### src/rtl/i2c_bkdr_port.sv
`default_nettype none
// ============================================================================
// Module      : i2c_bkdr_port
// Description : Backdoor TX/RX FIFO access muxed over the functional I2C path,
//               plus a timed/held SDA override.
// Revision    : 1.0
// ============================================================================
module i2c_bkdr_port #(
    parameter int DATA_W = 8,
    parameter int NUM_CH = 2,
    parameter int HOLD_W = 16
) (
    input  logic                       clk,
    input  logic                       rst_n,
    input  logic                       bd_req,
    input  logic                       bd_wr,
    input  logic [2:0]                 bd_ch,
    input  logic [DATA_W-1:0]          bd_wdata,
    output logic                       bd_ack,
    output logic [DATA_W-1:0]          bd_rdata,
    output logic [1:0]                 bd_err,
    input  logic [NUM_CH-1:0]          fn_tx_push,
    input  logic [NUM_CH*DATA_W-1:0]   fn_tx_data,
    input  logic [NUM_CH-1:0]          fn_rx_pop,
    output logic [NUM_CH-1:0]          fn_stall,
    output logic [NUM_CH-1:0]          tx_push,
    output logic [NUM_CH*DATA_W-1:0]   tx_push_data,
    input  logic [NUM_CH-1:0]          tx_full,
    output logic [NUM_CH-1:0]          rx_pop,
    input  logic [NUM_CH*DATA_W-1:0]   rx_pop_data,
    input  logic [NUM_CH-1:0]          rx_empty,
    input  logic                       ovr_start,
    input  logic                       ovr_release,
    input  logic                       ovr_val,
    input  logic [HOLD_W-1:0]          ovr_cycles,
    output logic                       sda_ovr_oe,
    output logic                       sda_ovr_val,
    output logic                       ovr_busy
);

    typedef enum logic [1:0] {
        S_IDLE   = 2'd0,
        S_ACCESS = 2'd1,
        S_RESP   = 2'd2
    } state_t;

    state_t              r_state;
    logic                r_wr;
    logic [DATA_W-1:0]   r_wdata;
    logic [NUM_CH-1:0]   r_stall;
    logic                r_ack;
    logic [DATA_W-1:0]   r_rdata;
    logic [1:0]          r_err;

    logic                r_ovr_oe;
    logic                r_ovr_val;
    logic [HOLD_W-1:0]   r_ovr_cnt;

    logic [NUM_CH-1:0]   w_req_sel;
    logic [NUM_CH-1:0]   w_bd_push;
    logic [NUM_CH-1:0]   w_bd_pop;
    logic                w_ch_ok;
    logic                w_fault;
    logic [DATA_W-1:0]   w_rd_mux;

    // r_stall is one-hot on the target channel for exactly the ACCESS cycle,
    // so it doubles as the per-channel backdoor select.
    generate
        for (genvar i = 0; i < NUM_CH; i++) begin : g_ch
            assign w_req_sel[i] = (bd_ch == 3'(i));
            assign w_bd_push[i] = r_stall[i] & r_wr & ~tx_full[i];
            assign w_bd_pop[i]  = r_stall[i] & ~r_wr & ~rx_empty[i];
            assign tx_push[i]   = r_stall[i] ? w_bd_push[i] : fn_tx_push[i];
            assign rx_pop[i]    = r_stall[i] ? w_bd_pop[i]  : fn_rx_pop[i];
            assign tx_push_data[i*DATA_W +: DATA_W] =
                r_stall[i] ? r_wdata : fn_tx_data[i*DATA_W +: DATA_W];
        end
    endgenerate

    assign w_ch_ok = |r_stall;
    assign w_fault = |(r_stall & (r_wr ? tx_full : rx_empty));

    always_comb begin
        w_rd_mux = '0;
        for (int i = 0; i < NUM_CH; i++) begin
            if (r_stall[i]) begin
                w_rd_mux = w_rd_mux | rx_pop_data[i*DATA_W +: DATA_W];
            end
        end
    end

    always_ff @(posedge clk) begin
        if (!rst_n) begin
            r_state <= S_IDLE;
            r_wr    <= 1'b0;
            r_wdata <= '0;
            r_stall <= '0;
            r_ack   <= 1'b0;
            r_rdata <= '0;
            r_err   <= 2'b00;
        end else begin
            r_ack   <= 1'b0;
            r_stall <= '0;
            case (r_state)
                S_IDLE: begin
                    if (bd_req) begin
                        r_wr    <= bd_wr;
                        r_wdata <= bd_wdata;
                        r_stall <= w_req_sel;
                        r_state <= S_ACCESS;
                    end
                end
                S_ACCESS: begin
                    r_ack   <= 1'b1;
                    r_state <= S_RESP;
                    if (!w_ch_ok) begin
                        r_err   <= 2'b10;
                        r_rdata <= '0;
                    end else if (w_fault) begin
                        r_err   <= 2'b01;
                        r_rdata <= '0;
                    end else begin
                        r_err   <= 2'b00;
                        r_rdata <= r_wr ? '0 : w_rd_mux;
                    end
                end
                S_RESP: begin
                    r_state <= S_IDLE;
                end
                default: begin
                    r_state <= S_IDLE;
                end
            endcase
        end
    end

    // A zero count means hold until released.
    always_ff @(posedge clk) begin
        if (!rst_n) begin
            r_ovr_oe  <= 1'b0;
            r_ovr_val <= 1'b0;
            r_ovr_cnt <= '0;
        end else if (ovr_release) begin
            r_ovr_oe  <= 1'b0;
            r_ovr_val <= 1'b0;
            r_ovr_cnt <= '0;
        end else if (ovr_start) begin
            r_ovr_oe  <= 1'b1;
            r_ovr_val <= ovr_val;
            r_ovr_cnt <= ovr_cycles;
        end else if (r_ovr_oe && (r_ovr_cnt != '0)) begin
            if (r_ovr_cnt == HOLD_W'(1)) begin
                r_ovr_oe  <= 1'b0;
                r_ovr_val <= 1'b0;
                r_ovr_cnt <= '0;
            end else begin
                r_ovr_cnt <= r_ovr_cnt - HOLD_W'(1);
            end
        end
    end

    assign bd_ack      = r_ack;
    assign bd_rdata    = r_rdata;
    assign bd_err      = r_err;
    assign fn_stall    = r_stall;
    assign sda_ovr_oe  = r_ovr_oe;
    assign sda_ovr_val = r_ovr_val;
    assign ovr_busy    = r_ovr_oe;

endmodule
`default_nettype wire

### config.mk
export PLATFORM = sky130hd
export DESIGN_NAME = i2c_bkdr_port
export DESIGN_NICKNAME = d
export VERILOG_FILES = /design/src/rtl/i2c_bkdr_port.sv
export SDC_FILE = /design/constraint.sdc
export NUM_CORES = 1
export LEC_CHECK = 0
export BUFFER_PORTS_ARGS = -buffer_cell sky130_fd_sc_hd__buf_2
export CAP_MARGIN = 30
export CORE_UTILIZATION = 50
export DETAILED_ROUTE_END_ITERATION = 8
export PLACE_DENSITY = 0.9
export SKIP_LAST_GASP = 1
export SLEW_MARGIN = 15
export SYNTH_ARGS = -nofsm -noshare
export SYNTH_HDL_FRONTEND = slang
export SYNTH_SLANG_ARGS = --single-unit
### constraint.sdc
create_clock -name clk -period 4.6 [get_ports clk]
set_input_delay 0.46 -clock clk [delete_from_list [all_inputs] [get_ports clk]]
set_output_delay 0.46 -clock clk [all_outputs]
set_load 0.1 [all_outputs]
After elaboration in Yosys (flattened, before gate mapping):

Index checks and enable logic that the tools add are counted.

* input port bits: 74
* word-level logic and storage cells: 67
* bits in registers: 42
* output and inout bits: 36

* add/subtract/negate cells: 1
* equal/unequal tests: 4
* reductions and logical operators: 12
* muxes and demuxes: 24
* bitwise logic cells: 16

Operators with widths (number)
* $mux 8: 7
* $mux 16: 3
* $eq 16x1->1 const B: 1
* $reduce_bool 16->1: 1
* $sub 16x1->16 const B: 1
* $mux 1: 10
* $and 1x1->1: 8
* $or 8x8->8: 1
* $mux 2: 3
* $not 1->1: 6
* $reduce_or 2->1: 3
* $pmux 2 s2: 1
* $reduce_and 2->1: 2
* $reduce_bool 2->1: 2
* $eq 3x1->1 const B: 1
* $logic_not 3->1: 1
* $reduce_and 3->1: 1
* $and 2x2->2: 1
* $eq 2x1->1 const B: 1
* $logic_not 2->1: 1
* $ne 2x2->1 const B: 1
* $logic_and 1x1->1: 1

Depth between registers and ports, before layout:

Gate-level depths: netlist (run 1).

* depth in word-level cells: 6
* mapped depth: 8
* depth with buffers taken out: 7

Least setup slack after synthesis (run 1):

No wires, ideal clock.

* kind: flip-flop to output port
* start: reg r_stall[0] (netlist: fn_stall[0])
* end: out tx_push[0]
* path buffers: 1
* data arrival time: 2973 ps
* required time: 4140 ps
* stages on the path, launching flop included: 4
* path slack: 1167 ps
* cell sequence: dfxtp_1 clkbuf_1 nand2_1 o22ai_1

* longest elaborated chain between the ends: 3

RTL lines
* start, declared: RTL line 50 `logic [NUM_CH-1:0] r_stall;`
* start signal, assigned: RTL line 109 `r_stall <= w_req_sel;`
* $and 1x1->1 (2 in series): RTL line 71 `assign w_bd_push[i] = r_stall[i] & r_wr & ~tx_full[i];`
* $mux 1 (*): RTL line 73 `assign tx_push[i] = r_stall[i] ? w_bd_push[i] : fn_tx_push[i];`
* end, declared: RTL line 26 `output logic [NUM_CH-1:0] tx_push,`

Every way passes the cells marked *; elsewhere a longest branch is shown, timed or not.

Worst setup path in the final report (run 1):

* start: reg r_ovr_cnt[8]
* end: reg r_ovr_cnt[5]

* longest elaborated chain between the ends: 4
* elaborated cells between the ends (all ways): 7
* those cells by class: eq/ne: 1; mux: 3; reduce/logical: 3

RTL lines
* start, declared: RTL line 57 `logic [HOLD_W-1:0] r_ovr_cnt;`
* start signal, assigned: RTL line 150 `r_ovr_cnt <= ovr_cycles;`
* start signal, assigned: RTL line 157 `r_ovr_cnt <= r_ovr_cnt - HOLD_W'(1);`
* $eq 16x1->1: RTL line 152 `if (r_ovr_cnt == HOLD_W'(1)) begin`
* $mux 16: RTL line 152
* $mux 16: RTL line 151 `end else if (r_ovr_oe && (r_ovr_cnt != '0)) begin`
* $mux 16: RTL line 147 `end else if (ovr_start) begin`

Parallel ways exist; a longest one is shown, timed or not. The select of a mux whose other input is x is not followed.
A chain may end at the register's enable or synchronous reset.

==> impl_metrics.yaml, run 1 <==
run_status:
  status: "completed"
job:
  max_cap_violations: 0
floorplan:
  die_h_um: 71.9
  dieArea_um2: 5170
  start_util_pct: 51.7
  rows: 25
  core_area_um2: 4720
  die_x_um: 71.9
  ios: 110
setup_path:
  path_class: "reg2reg"
  crit_buf_inv: 0
  cp_max_fo: 11
  critPathLaunchType: "register"
  path_delay_family: "simple AND/OR/NAND/NOR gates"
  r2r_slack_ns: 2.12
  crit_path_end_kind: "register"
  slowest_stage: "or4_1"
  crit_arrival_ns: 2.66
  crit_chain: "or4_1, nor4_4, nor3_2, a32oi_1, a21oi_1"
  slowest_delay_ns: 0.75
  crit_required_ns: 4.78
grt:
  met2_usage_pct: 47.1
  track_usage_pct: 26.4
  gr-total-overflow: 0
  grt_max_degree: 34
  antenna_found_initial: 0
  use_met3_pct: 6.47
  gr-usage-met1_pct: 29.8
  grt_pass1_wl_um: 10800
  grt_pass1_vias: 2414
  grt_busiest_layer: "met2"
timing:
  drv_slew: 0
  clock_skew_ns: 0.00577
  hold_violations: 0
  rsz0062_at_grt: "false"
  tightest_slew_ns: 0.868
  fin_crit_ns: 2.48
  finalCritPeriodShare_pct: 54.0
  finalSetupViolCount: 0
  max_slew_margin_pct: 42.0
  fmax_ghz: 0.403
  tns_ns: 0
synthesis:
  netlist_instances: 275
  synth_area_um2: 2440
  synth-seq-cells: 42
  syn_avg_cell_area_um2: 8.88
  synth.distinct_cells: 56
  ys_seq_area_share_pct: 34.4
  synthFlopType: "dfxtp_1"
  syn_nets: 352
  postSynth.asyncResetShare_pct: 0
  synth_top_cell_by_area: "dfxtp_1"
  synth_area_leaders: "dfxtp_1, mux2_2, nor2_1"
  synth_largest_type_area_fraction_pct: 34.4
  synth-edff-count: 0
  synth_warnings: 0
detailed_routing:
  postRouteWirelength_um: 6660
  routedWlPerCell_um: 15.1
  route.detailed.drc: 0
  post_drt_via_cell_ratio: 5.63
  ant_nets: 0
  dr.pass1.iters: 5
  drt_iter0_drc: 136
  vias: 2476
place:
  hpwl_um: 5120
  dp_cells: 430
  gp_congestion: 0.881
  io_buffers: 109
pwr:
  p_leak_uw: 0.00136
  irDropWorstVdd_mv: 0.193
  powerDensity_nw_per_um2: 311
clock_tree:
  cts_num_sinks: 42
  cts_setup_buffers: 0
  cts-resized-gates: 0
  h-tree-depth: 2
  cts_root_buffer: "clkbuf_8"
  tritoncts: "built"
  clk_pin_slew_ns: 0.08
  cts_hold_buf: 0
  cts_buffer_depth: 2
  worstSkewPairLatency_ns: 0.29
  numCtsBuffers: 5
final_layout:
  syn2layout_area_growth_pct: 26.0
  fin_cells: 440
  seq_area_um2: 841
  antenna_cells: 0
  final_cell_mix: "buf_2, dfxtp_1, nor2_1, mux2_2, nand2_1"
  fillers: 383
  multi_input_area_um2: 1440
  finalNetCount: 449
  final_common_cell: "buf_2"
  drive_gt1_share_pct: 39.7
hold_path:
  min_path_type: "in2reg"
==> where the power goes <==
part,switching [µW],internal [µW]
Sequential,16.8,378
Clock,129,162
Combinational,192,80.4
==> metal layers <==
layer | vias to the layer above | part of all wire [%]
met5 | - | 0
met4 | 0 | 3.2
met3 | 20 | 7.5
met2 | 116 | 51
met1 | 1122 | 38
li1 | 1218 | -
==> final cells by class <==
class	instances	share of cell area (%)
Sequential cell	42	27.3
Inverter	9	1.10
Clock inverter	2	1.22
Tap cell	67	2.73
Multi-Input combinational cell	203	46.8
Timing Repair Buffer	111	18.5
Clock buffer	6	2.36
==> cell usage after synthesis (all sizes together) (2+ instances only) <==
cell type	count
a211oi	4
a21oi	13
a221oi	4
a22o	8
a22oi	10
a32oi	3
buf	10
clkbuf	10
dfxtp	42
ha	3
inv	9
mux2	19
mux2i	10
nand2	14
nand2b	3
nand3	12
nand4	2
nor2	35
nor2b	2
nor3	13
nor3b	2
nor4	7
o211ai	4
o21ai	11
o22ai	3
or3b	3
or4	5
==> path summary, 6_finish.rpt <==
check / from / end / cells after the start
worst max-delay path: r_ovr_cnt[8] / r_ovr_cnt[5] / 5
worst min register to register: sda_ovr_val / sda_ovr_val / 2
worst min-delay path: bd_ch[0] / fn_stall[0] / 2
worst max register to register: r_ovr_cnt[8] / r_ovr_cnt[5] / 5
==> stage by stage <==
step / instance area (µm²) / hold WS (ns) / setup slack (ns) / util (%) / power (µW)
finish: 3080 / 0.337 / 2.12 / 65.1 / 958
global route: 3080 / 0.337 / 2.00 / 65.1 / 994
CTS: 3050 / 0.330 / 2.13 / 64.6 / 958
detailed placement: 2940 / 0.475 / 2.13 / 62.3 / 673
global placement: 2940 / 0.477 / 2.23 / 62.3 / 665
floorplan: 2440 / 0.463 / 1.17 / - / 613
==> registers in the layout, indices dropped and copies added, names as in the netlist, 2 cells and up <==
name       cells
r_ovr_cnt     16
bd_rdata       8
r_wdata        8
bd_err         2
fn_stall       2
r_state        2
==> kinds of logic (layout without fill, tap and decap cells) <==
| kind of cell | count (synthesis) | after routing | share of synthesized area (%) |
|---|---|---|---|
| AO/OA/AOI/OAI | 69 | 69 | 21.6 |
| AND/OR/NAND/NOR | 102 | 102 | 22.7 |
| buffers and inverters | 30 | 128 | 6.82 |
| adder cells (fa/ha/maj) | 3 | 3 | 1.54 |
| flip-flops | 42 | 42 | 34.4 |
| multiplexers | 29 | 29 | 12.9 |
No activity file was read; power rests on OpenSTA's default activity.
==> inputs of run 2 (changes only) <==
--- a/config.mk
+++ b/config.mk
@@ -7,9 +7,9 @@
 export LEC_CHECK = 0
 export BUFFER_PORTS_ARGS = -buffer_cell sky130_fd_sc_hd__buf_2
 export CAP_MARGIN = 30
-export CORE_UTILIZATION = 50
+export CORE_UTILIZATION = 47
 export DETAILED_ROUTE_END_ITERATION = 8
-export PLACE_DENSITY = 0.9
+export PLACE_DENSITY = 0.86
 export SKIP_LAST_GASP = 1
 export SLEW_MARGIN = 15
 export SYNTH_ARGS = -nofsm -noshare
==> constraint.sdc (replaced) <==
create_clock -name clk -period 2.31 [get_ports clk]
set_input_delay 0.231 -clock clk [delete_from_list [all_inputs] [get_ports clk]]
set_output_delay 0.231 -clock clk [all_outputs]
set_load 0.1 [all_outputs]
==> run 2 against run 1 <==
Compared with the run above: power up 93%; non-clock buffer count up 11; clock power up 71%; critical path depth unchanged; sequential power up 98%; clock skew down 0.0013 ns; count of clock-buffer cells in the layout unchanged; worst hold slack worse by 0.24 ns; flip-flop and latch count unchanged; core utilization up 0.38 points; critical endpoint unchanged; final area up 3.3%.
==> impl_metrics.yaml, run 2 (same netlist as run 1, synthesis figures left out) <==
floorplan:
  die_h_um: 74.1
  ios: 110
  dieArea_um2: 5490
  rows: 25
  die_x_um: 74.1
  start_util_pct: 50.3
  core_area_um2: 4850
run_status:
  status: "completed"
detailed_routing:
  post_drt_via_cell_ratio: 5.67
  routedWlPerCell_um: 14.9
  ant_nets: 0
  route.detailed.drc: 0
  vias: 2556
  drt_iter0_drc: 202
  postRouteWirelength_um: 6720
  dr.pass1.iters: 4
final_layout:
  top_register: "r_ovr_cnt"
  syn2layout_area_growth_pct: 30.1
  multi_input_area_um2: 1480
  final_common_cell: "buf_2"
  drive_gt1_share_pct: 43.0
  fin_cells: 451
  fillers: 407
  seq_area_um2: 843
  final_cell_mix: "buf_2, dfxtp_1, nor2_1, mux2_2, nand2_1"
  finalNetCount: 460
  antenna_cells: 0
  largest_reg_flops: 16
setup_path:
  crit_required_ns: 2.49
  crit_path_end_kind: "register"
  crit_arrival_ns: 2.34
  critPathLaunchType: "register"
  path_class: "reg2reg"
  timing.rr.start: "r_ovr_cnt[4]"
  r2r_slack_ns: 0.15
  cp_max_fo: 10
  reg2reg_to: "r_ovr_cnt[5]"
  rr_worst_depth: 5
grt:
  grt_pass1_wl_um: 10600
  gr-total-overflow: 0
  grt_max_degree: 25
  track_usage_pct: 25.3
  grt_pass1_vias: 2464
  antenna_found_initial: 0
timing:
  tns_ns: 0
  clock_skew_ns: 0.00448
  drv_slew: 0
  hold_violations: 0
  tightest_slew_ns: 0.598
  fmax_ghz: 0.462
  max_slew_margin_pct: 60.0
  finalCritPeriodShare_pct: 93.6
  layout_setup_ws_ns: 0.147
  fin_crit_ns: 2.16
  finalSetupViolCount: 0
  rsz0062_at_grt: "false"
hold_path:
  whs_path_depth: 2
  worstHoldStart: "bd_ch[0]"
  min_path_type: "in2reg"
  hold_path_end: "fn_stall[0]"
pwr:
  irDropWorstVdd_mv: 0.359
  power_frac_seq_pct: 42.4
  power.share.clock_pct: 26.9
  powerDensity_nw_per_um2: 582
  p_leak_uw: 0.00142
  comb_power_share_pct: 30.7
  switchingPower_uw: 678
  p_int_uw: 1170
  p_sw_share_pct: 36.7
clock_tree:
  cts_hold_buf: 0
  cts_setup_buffers: 0
  worstSkewPairLatency_ns: 0.29
  cts_buffer_depth: 2
  cts_root_buffer: "clkbuf_8"
  cts_num_sinks: 42
  tritoncts: "built"
  numCtsBuffers: 5
  h-tree-depth: 2
  clk_pin_slew_ns: 0.08
place:
  dp_cells: 443
  io_buffers: 109
  place_ws_ns: 0.0783
  gp_congestion: 0.863
  hpwl_um: 5100
job:
  max_cap_violations: 0
run 2: repair_timing:
item / in CTS / in global routing
gates resized for setup: 0 / 2
hold endpoints to repair: 0 / 0
setup endpoints to repair: 0 / 4
run 2: worst max path at each step:
stage	start	to	slack, ns	cells after the start
floorplan	ovr_busy	r_ovr_cnt[8]	0.16	4
global placement	r_ovr_cnt[9]	r_ovr_cnt[5]	0.16	5
detailed placement	r_ovr_cnt[9]	r_ovr_cnt[7]	0.08	5
CTS	r_ovr_cnt[9]	r_ovr_cnt[7]	0.07	5
global route	r_ovr_cnt[6]	r_ovr_cnt[5]	0.05	5
finish	r_ovr_cnt[4]	r_ovr_cnt[5]	0.15	5
run 2: cell type report:
| type | count | share of cell area, % |
|---|---|---|
| clock buffers | 6 | 2.60 |
| clock inverters | 2 | 0.394 |
| well taps | 67 | 2.64 |
| repair buffers | 122 | 20.3 |
| multi-input cells | 203 | 46.5 |
| inverters | 9 | 1.06 |
| flip-flops and latches | 42 | 26.6 |
run 2: per-stage QoR:
| step | cell area [µm²] | util, % | power, µW | hold WS (ns) |
|---|---|---|---|---|
| finish | 3180 | 65.5 | 1850 | 0.101 |
| global route | 3180 | 65.5 | 1930 | 0.114 |
| CTS | 3170 | 65.3 | 1850 | 0.0905 |
| detailed placement | 3070 | 63.3 | 1360 | 0.404 |
| global placement | 3070 | 63.3 | 1350 | 0.401 |
| floorplan | 2470 | - | 1230 | 0.300 |
run 2: per-layer routing:
layer,routed length [µm],global-route usage (%),up-vias
met5,0,0,-
met4,155,10.3,0
met3,530,6.64,17
met1,2600,28.1,1175
met2,3440,45.7,128
li1,-,-,1236
run 2: worst max-delay path: stages (launching register included):
cell and delay [ns]:
dfxtp_1 0.32, or4_1 0.74, o41ai_4 0.51, nor3_4 0.16, a32oi_1 0.23, a21oi_1 0.10
run 2: power groups by stage:
stage	clock, µW	sequential [µW]	combinational (µW)
3_3_place_gp	0	797	553
6_report	497	783	568
3_5_place_dp	0	799	562
5_1_grt	536	788	603
4_1_cts	509	782	563
2_1_floorplan	0	825	400
